==> src/rtl/mips_pkg.sv <==
// Shared definitions for the fetch stage: bubble encoding, PC step size,
// redirect source and fetch state encodings.
package mips_pkg;

  localparam logic [15:0] NOP_INSTR = 16'h0000;
  localparam int unsigned PC_STEP   = 2;

  typedef enum logic [1:0] {
    REDIR_NONE,
    REDIR_BRANCH,
    REDIR_JUMP
  } redirect_e;

  typedef enum logic {
    ST_FETCH,
    ST_DONE
  } fetch_state_e;

endpackage

==> src/rtl/instruction_fetch_if.sv <==
// Instruction memory bus between the fetch stage (master) and the ROM (slave).
interface instruction_fetch_if #(
  parameter int unsigned PC_WIDTH  = 16,
  parameter int unsigned DATA_SIZE = 16
);

  logic [PC_WIDTH-1:0]  cpu_pc;
  logic [DATA_SIZE-1:0] cpu_instruction;

  modport master (output cpu_pc, input  cpu_instruction);
  modport slave  (input  cpu_pc, output cpu_instruction);

endinterface

==> src/rtl/instruction_fetch_ifid_reg.sv <==
// IF/ID pipeline register with load, hold and bubble controls.
// A bubble clears the instruction and valid bit but keeps pc_plus2.
module ifid_reg
  import mips_pkg::*;
#(
  parameter int unsigned PC_WIDTH  = 16,
  parameter int unsigned DATA_SIZE = 16
) (
  input  logic                 clk,
  input  logic                 reset,
  input  logic                 load,
  input  logic                 bubble,
  input  logic [DATA_SIZE-1:0] instr_in,
  input  logic [PC_WIDTH-1:0]  pc_plus2_in,
  output logic [DATA_SIZE-1:0] instr,
  output logic [PC_WIDTH-1:0]  pc_plus2,
  output logic                 valid
);

  // Pipeline register update: reset > bubble > load > hold
  always_ff @(posedge clk) begin
    if (reset) begin
      instr    <= DATA_SIZE'(NOP_INSTR);
      pc_plus2 <= '0;
      valid    <= 1'b0;
    end else if (bubble) begin
      instr    <= DATA_SIZE'(NOP_INSTR);
      valid    <= 1'b0;
    end else if (load) begin
      instr    <= instr_in;
      pc_plus2 <= pc_plus2_in;
      valid    <= 1'b1;
    end
  end

endmodule

==> src/rtl/instruction_fetch.sv <==
// Fetch stage: program counter, next-PC select, end-of-program detection,
// and the IF/ID register fed from the instruction memory bus.
module instruction_fetch
  import mips_pkg::*;
#(
  parameter int unsigned PC_WIDTH  = 16,
  parameter int unsigned DATA_SIZE = 16,
  parameter int unsigned INSTR_NUM = 15,
  parameter int unsigned RESET_PC  = 0
) (
  input  logic                 clk,
  input  logic                 reset,
  input  logic                 stall,
  input  logic                 flush,
  input  logic                 branch_taken,
  input  logic [PC_WIDTH-1:0]  branch_target,
  input  logic                 jump,
  input  logic [PC_WIDTH-1:0]  jump_target,
  instruction_fetch_if.master  mem,
  output logic [DATA_SIZE-1:0] ifid_instr,
  output logic [PC_WIDTH-1:0]  ifid_pc_plus2,
  output logic                 ifid_valid,
  output logic                 fetch_done
);

  localparam logic [PC_WIDTH-1:0] LAST_PC = PC_WIDTH'(2 * (INSTR_NUM - 1));
  localparam logic [PC_WIDTH-1:0] PC_INIT = PC_WIDTH'(RESET_PC);

  logic [PC_WIDTH-1:0] pc, pc_next, pc_plus2, target;
  fetch_state_e        state, state_next;
  redirect_e           redir;
  logic                ifid_load, ifid_bubble;

  assign mem.cpu_pc = pc;
  assign pc_plus2   = pc + PC_WIDTH'(PC_STEP);
  assign fetch_done = (state == ST_DONE);

  // Redirect source select; jump outranks branch, target forced halfword aligned
  always_comb begin
    redir = REDIR_NONE;
    if (jump)              redir = REDIR_JUMP;
    else if (branch_taken) redir = REDIR_BRANCH;
    target    = (redir == REDIR_JUMP) ? jump_target : branch_target;
    target[0] = 1'b0;
  end

  // PC and fetch state register
  always_ff @(posedge clk) begin
    if (reset) begin
      pc    <= PC_INIT;
      state <= ST_FETCH;
    end else begin
      pc    <= pc_next;
      state <= state_next;
    end
  end

  // Next PC, next fetch state and IF/ID control in priority order
  always_comb begin
    pc_next     = pc;
    state_next  = state;
    ifid_load   = 1'b0;
    ifid_bubble = 1'b0;
    if (redir != REDIR_NONE) begin
      pc_next     = target;
      ifid_bubble = 1'b1;
      state_next  = (target > LAST_PC) ? ST_DONE : ST_FETCH;
    end else if (flush) begin
      ifid_bubble = 1'b1;
      // A flushed slot still consumes its fetch, so the end-of-program
      // check applies exactly as for a normal advance.
      if (!stall && state == ST_FETCH) begin
        if (pc < LAST_PC) pc_next    = pc_plus2;
        else              state_next = ST_DONE;
      end
    end else if (stall) begin
      // everything holds
    end else if (state == ST_DONE) begin
      ifid_bubble = 1'b1;
    end else begin
      ifid_load = 1'b1;
      if (pc < LAST_PC) pc_next    = pc_plus2;
      else              state_next = ST_DONE;
    end
  end

  ifid_reg #(
    .PC_WIDTH  (PC_WIDTH),
    .DATA_SIZE (DATA_SIZE)
  ) u_ifid_reg (
    .clk         (clk),
    .reset       (reset),
    .load        (ifid_load),
    .bubble      (ifid_bubble),
    .instr_in    (mem.cpu_instruction),
    .pc_plus2_in (pc_plus2),
    .instr       (ifid_instr),
    .pc_plus2    (ifid_pc_plus2),
    .valid       (ifid_valid)
  );

endmodule

==> src/flat_wrapper.sv <==
// flat-port wrapper written by rule: the top's interface ports become plain ports
module instruction_fetch_flat import mips_pkg::*;
#(
  parameter int unsigned PC_WIDTH  = 16,
  parameter int unsigned DATA_SIZE = 16,
  parameter int unsigned INSTR_NUM = 15,
  parameter int unsigned RESET_PC  = 0
)
  (clk, reset, stall, flush, branch_taken, branch_target, jump, jump_target, ifid_instr, ifid_pc_plus2, ifid_valid, fetch_done, mem_cpu_pc, mem_cpu_instruction);
  instruction_fetch_if #(.PC_WIDTH(PC_WIDTH), .DATA_SIZE(DATA_SIZE)) mem_i ();
  input  logic clk;
  input  logic reset;
  input  logic stall;
  input  logic flush;
  input  logic branch_taken;
  input  logic [PC_WIDTH-1:0] branch_target;
  input  logic jump;
  input  logic [PC_WIDTH-1:0] jump_target;
  output logic [DATA_SIZE-1:0] ifid_instr;
  output logic [PC_WIDTH-1:0] ifid_pc_plus2;
  output logic ifid_valid;
  output logic fetch_done;
  output wire logic [$bits(mem_i.cpu_pc)-1:0] mem_cpu_pc;
  input wire logic [$bits(mem_i.cpu_instruction)-1:0] mem_cpu_instruction;
  assign mem_cpu_pc = mem_i.cpu_pc;
  assign mem_i.cpu_instruction = mem_cpu_instruction;
  instruction_fetch #(.PC_WIDTH(PC_WIDTH), .DATA_SIZE(DATA_SIZE), .INSTR_NUM(INSTR_NUM), .RESET_PC(RESET_PC)) u_core (.clk(clk), .reset(reset), .stall(stall), .flush(flush), .branch_taken(branch_taken), .branch_target(branch_target), .jump(jump), .jump_target(jump_target), .mem(mem_i), .ifid_instr(ifid_instr), .ifid_pc_plus2(ifid_pc_plus2), .ifid_valid(ifid_valid), .fetch_done(fetch_done));
endmodule
==> config.mk <==
export PLATFORM = sky130hd
export DESIGN_NAME = instruction_fetch_flat
export DESIGN_NICKNAME = d
export VERILOG_FILES = /design/src/rtl/mips_pkg.sv /design/src/rtl/instruction_fetch_if.sv /design/src/rtl/instruction_fetch_ifid_reg.sv /design/src/rtl/instruction_fetch.sv /design/src/flat_wrapper.sv
export SDC_FILE = /design/constraint.sdc
export NUM_CORES = 1
export LEC_CHECK = 0
export BUFFER_PORTS_ARGS = -buffer_cell sky130_fd_sc_hd__clkbuf_2
export CAP_MARGIN = 5
export CORE_UTILIZATION = 25
export CTS_CLUSTER_SIZE = 24
export DETAILED_ROUTE_END_ITERATION = 7
export PLACE_DENSITY_LB_ADDON = 0.3
export SKIP_LAST_GASP = 1
export SLEW_MARGIN = 0
export SYNTH_ARGS = -nofsm -noshare
export SYNTH_HDL_FRONTEND = slang
export SYNTH_SLANG_ARGS = --single-unit
==> constraint.sdc <==
create_clock -name clk -period 1.9 [get_ports clk]
set_input_delay 0.19 -clock clk [delete_from_list [all_inputs] [get_ports clk]]
set_output_delay 0.19 -clock clk [all_outputs]
set_load 0.01 [all_outputs]
## After elaboration in Yosys (flattened, before gate mapping)

Cells that the tools add are included.

- Register bits after elaboration: 50
- Input bits: 54
- Output and inout bits: 50
- Word-level logic and storage cells: 53

- $add $sub $neg: 1
- Order comparisons: 2
- Equality and inequality tests: 8
- Muxes and demuxes: 25
- Bitwise operators: 2
- Reduce and logical (&&, ||, !) cells: 9

Operators by type and width:

| kind | count |
|---|---|
| two-way mux 16 bit | 7 |
| two-way mux 1 bit | 17 |
| adder 16 x 2 -> 16 bit (second input constant) | 1 |
| > comparator 16 x 5 -> 1 bit (second input constant) | 1 |
| < comparator 16 x 5 -> 1 bit (second input constant) | 1 |
| AND reduction 3 bit | 3 |
| inequality test 3 x 1 -> 1 bit (second input constant) | 2 |
| inequality test 2 x 1 -> 1 bit (second input constant) | 2 |
| OR reduction 2 bit | 2 |
| inequality test 3 x 2 -> 1 bit (second input constant) | 1 |
| inequality test 3 bit (second input constant) | 1 |
| == test 2 bit (second input constant) | 1 |
| two-way mux 2 bit | 1 |
| inequality test 2 bit (second input constant) | 1 |
| inverter 1 bit | 2 |
| AND reduction 2 bit | 1 |
| nonzero test 2 bit | 1 |
| logical AND 1 bit | 1 |
| logical NOT 1 bit | 1 |

## Depth between registers and ports, before layout

- Depth in word-level cells: 7
- Mapped depth: 7
- Gate-level depth less buffers: 5

## Hierarchy

From an unflattened synthesis, not the netlist that was laid out.

- Cells, all modules: 286
- Area, all modules: 2,521.2 µm²

By module, submodules not included:

| module | instances | cells each | area an instance (µm²) |
|---|---|---|---|
| ifid_reg | 1 | 127 | 1,342.5 |
| instruction_fetch | 1 | 159 | 1,178.6 |

## Least setup slack after synthesis

No wires, ideal clock.

- Path kind: register to register
- Start point: register u_core.pc[2] (netlist: u_core.mem.cpu_pc[2])
- End point: register u_core.u_ifid_reg.pc_plus2[15]
- Library setup time: 0.091 ns
- Data arrival time: 1.547 ns
- Setup slack: 0.262 ns
- Cell stages (with the launch flop): 7
- Cells stage by stage: dfxtp_1 -> ha_1 -> and3_1 -> buf_2 -> nand3_1 -> or3_1 -> a311oi_1

- Word-level cells in the longest chain between the ends: 1

RTL lines:

| item | RTL line | RTL |
|---|---|---|
| start, declared | instruction_fetch.sv:29 | `logic [PC_WIDTH-1:0] pc, pc_next, pc_plus2, target;` |
| start signal, assigned | instruction_fetch.sv:53 | `pc <= pc_next;` |
| adder 16 x 2 -> 16 bit | instruction_fetch.sv:35 | `assign pc_plus2 = pc + PC_WIDTH'(PC_STEP);` |
| end signal, assigned | instruction_fetch_ifid_reg.sv:31 | `pc_plus2 <= pc_plus2_in;` |
| end, declared | instruction_fetch_ifid_reg.sv:16 | `output logic [PC_WIDTH-1:0] pc_plus2,` |

No other way between the ends.
A chain may end at the register's enable or synchronous reset.

## Worst setup path after layout

- Start point: register u_core.pc[9] (netlist: u_core.mem.cpu_pc[9])
- End point: register u_core.pc[3] (netlist: u_core.mem.cpu_pc[3])

- Word-level cells in the longest chain between the ends: 6
- Elaborated cells between the ends (all ways): 7
- Classes of those cells: 1 x order compare; 6 x mux

RTL lines:

| item | RTL line |
|---|---|
| < comparator 16 x 5 -> 1 bit (*) | instruction_fetch.sv:73, instruction_fetch.sv:82 |
| two-way mux 16 bit (*) | -- |
| two-way mux 16 bit (2 in a row) | -- |
| two-way mux 16 bit (*) (2 in a row) | -- |

Mark *: on every way between the ends. The rest lies on a longest branch, timed or not. The select of a mux whose other input is x is not followed.

==> run summary <==
Status - finished with violations
Failing checks - DRC
Setup_tns - 0 ns
Drt pass-1 iters - 7
Detail Route Antenna Nets - 0
Crit. End Element - register
Relative slew slack - 65.1%
Worst Hold End - u_core.u_ifid_reg.instr[10]$_SDFFE_PP0P_
Area leader, netlist - dfxtp_1
Hold_buf cts - 0
# DRC - 9
Largest stage delay on the critical path - 0.46 ns
Die H - 98.2 microns
Synthesized cell area - 2310 sq um
CTS tree - yes
Final core utilization - 34.1%
Routed vias/inst - 4.78
Clk sinks - 48
N_diodes - 0
RSZ-0062 raised after global routing - no
Max_cap viols - 0
CTS H-tree lvls - 2
CTS Buffer Depth - 2
Later-pin clock latency in the skew report - 0.30 ns
Crit-path slowest cell - and4_1
Initial core utilization - 26.1%
R2r startpoint - u_core.mem.cpu_pc[9]$_SDFFE_PP0P_
Critical path peak fanout - 10
DP HPWL - 4890 microns
Critical path class - reg2reg
Synth top cells by count - dfxtp_1 (48), nand2_1 (38), nor2_1 (25), a211oi_1 (14), a21oi_1 (10)
Fmax - 0.597 GHz
CP cell instances - nor4_1 -> and4_1 -> a2111oi_0 -> a311o_1
Final hold vios - 0
Final min period - 1.67 ns
Area grow syn2layout - 30.7%
Slew Viols, Final - 0
Top cell type's share of synthesized area - 41.6%
Vias after detailed routing - 2250
Pin count of the biggest net entering global routing - 46
Die X - 98.2 microns
Antenna violations before repair - 0
Hold path start - mem_cpu_instruction[10]
Num CTS Buffers - 5
HP Class - in2reg
Endpoints failing setup - 0
Asr flop ratio synth - 0%
Hold path cells - 3
First-pass GRT wire length - 10700 microns
Synthesis-stage register bit count - 48
Core area - 8850 sq um
Layout cells sized above 1 - 36.1%
Nets - 417
Post-synth EDFFs - 0
Crit share post-route - 88.1%
Critical path's top delay family - simple AND/OR/NAND/NOR gates
Count leader, synth - dfxtp_1
Post-Syn Instances - 265
Vias in the first global route - 2133
Synthesized area per cell - 8.73 sq um
Pwr per Cell Area - 709 nW/um^2
Reg2reg setup slack - 0.23 ns
Clk slew on worst S/H paths - 0.10 ns
Synth warnings - 0
Ports - 104
Clock Tree Root - clkbuf_8
Leakage - 1.21 nW
CP startpoint kind - register
Worst-margin pin slew - 0.521 ns
CP required - 2.10 ns
R2r endpoint - u_core.mem.cpu_pc[3]$_SDFFE_PP0P_
VDD IR-drop max - 271 uV
Largest cells by area after synthesis - dfxtp_1 (42%), nand2_1 (6.2%), a211oi_1 (4.5%)
Fin Clk Skew - 0.00563 ns
Worst path bufs/invs - 0
Sequential share of the synthesized area - 41.6%
Fillers - 952
Most used DFF post-synth - dfxtp_1
Grt ovf - 0
Placer Congestion - 0.820
Critical Path AT - 1.87 ns
DR iter-0 viols - 104
Final WL - 6360 microns
# resized after CTS - 0
Tot GR Track Use - 13.8%
Cell variety after synth - 42
Post-CTS Setup Bufs - 0
Core Rows - 34
Port Buffers - 99
Die area - 9640 sq um
R2r worst-path depth - 4
Routed len/inst - 13.5 microns
## layout by cell type, fill, tap and decap left out, types with 6 or more instances in the layout
| cell | count |
|---|---|
| clkbuf_2 | 99 |
| nand4_1 | 7 |
| and3_1 | 6 |
| nand3_1 | 7 |
| nor3_1 | 8 |
| a21oi_1 | 10 |
| a21oi_2 | 9 |
| dfxtp_1 | 48 |
| nor4_1 | 7 |
| buf_4 | 8 |
| xnor2_1 | 8 |
| o2bb2ai_1 | 8 |
| a211oi_1 | 14 |
| nand2_1 | 38 |
| mux2i_1 | 9 |
| nor2_1 | 25 |
## flip-flops by register name, indices dropped and copies added (netlist names)
name,flops
u_core.u_ifid_reg.pc_plus2,15
u_core.u_ifid_reg.instr,16
u_core.fetch_done,1
u_core.mem.cpu_pc,15
u_core.u_ifid_reg.valid,1
## per-layer routing
| layer | wire (microns) | GRT usage, % | up-vias |
|---|---|---|---|
| li1 | - | - | 1154 |
| met2 | 2720 | 20.9 | 82 |
| met5 | 0 | 0 | - |
| met4 | 65 | 4.02 | 0 |
| met3 | 404 | 3.15 | 6 |
| met1 | 3170 | 19.4 | 1008 |
## through the flow
| stage | power (mW) | instances | worst slack, ns | area (sq um) | hold WS [ns] |
|---|---|---|---|---|---|
| 3_5_place_dp | 1.40 | 463 | 0.230 | 2910 | 0.423 |
| 2_1_floorplan | 1.26 | 266 | 0.262 | 2320 | 0.323 |
| 4_1_cts | 2.17 | 471 | 0.215 | 3020 | 0.0916 |
| 3_3_place_gp | 1.40 | 463 | 0.277 | 2910 | 0.416 |
| 5_1_grt | 2.25 | 471 | 0.0234 | 3020 | 0.0973 |
| 6_report | 2.14 | 471 | 0.226 | 3020 | 0.104 |
## logic make-up (layout without fill, tap and decap cells)
group / after synthesis / after routing / share of synthesized area [%]
AOI/OAI and AO/OA: 57 / 57 / 18.8
buffers and inverters: 24 / 121 / 6.01
adders and majority gates: 1 / 1 / 0.541
and+or+nand+nor: 112 / 112 / 24.0
DFF: 48 / 48 / 41.6
xor gates and xnor gates: 12 / 12 / 4.55
muxes: 10 / 10 / 4.38
other: 1 / 2 / 0.162
## area by class of cell
| type | instances | area, sq um | area share [%] |
|---|---|---|---|
| Clock inverter | 3 | 46.3 | 1.53 |
| Tap cell | 108 | 135 | 4.47 |
| Multi-Input combinational cell | 194 | 1220 | 40.2 |
| Timing Repair Buffer | 108 | 576 | 19.0 |
| Sequential cell | 48 | 961 | 31.8 |
| Inverter | 5 | 18.8 | 0.621 |
| Clock buffer | 5 | 68.8 | 2.28 |
## worst max-delay path by stage
stage                                            startpoint                                           to  slack (ns)  cells past startpoint
after detailed placement  u_core.mem.cpu_pc[9]$_SDFFE_PP0P_            u_core.mem.cpu_pc[3]$_SDFFE_PP0P_        0.23                      4
after global placement    u_core.mem.cpu_pc[9]$_SDFFE_PP0P_            u_core.mem.cpu_pc[3]$_SDFFE_PP0P_        0.28                      4
after CTS                 u_core.mem.cpu_pc[9]$_SDFFE_PP0P_            u_core.mem.cpu_pc[3]$_SDFFE_PP0P_        0.22                      4
after floorplan           u_core.mem.cpu_pc[2]$_SDFFE_PP0P_  u_core.u_ifid_reg.pc_plus2[15]$_SDFFE_PP0P_        0.26                      6
after global routing      u_core.mem.cpu_pc[9]$_SDFFE_PP0P_            u_core.mem.cpu_pc[3]$_SDFFE_PP0P_        0.02                      4
final                     u_core.mem.cpu_pc[9]$_SDFFE_PP0P_            u_core.mem.cpu_pc[3]$_SDFFE_PP0P_        0.23                      4
## tightest hold or removal path, cell delays in order
cell and delay (ns):
clkbuf_2 0.08, nand2_1 0.04, a21oi_1 0.05
## power by group
group	internal [mW]	total (mW)	switching, mW
clock network	0.397	0.764	0.367
logic	0.134	0.294	0.159
registers	1.04	1.09	0.0466
Power figures use the tool's default switching activity.
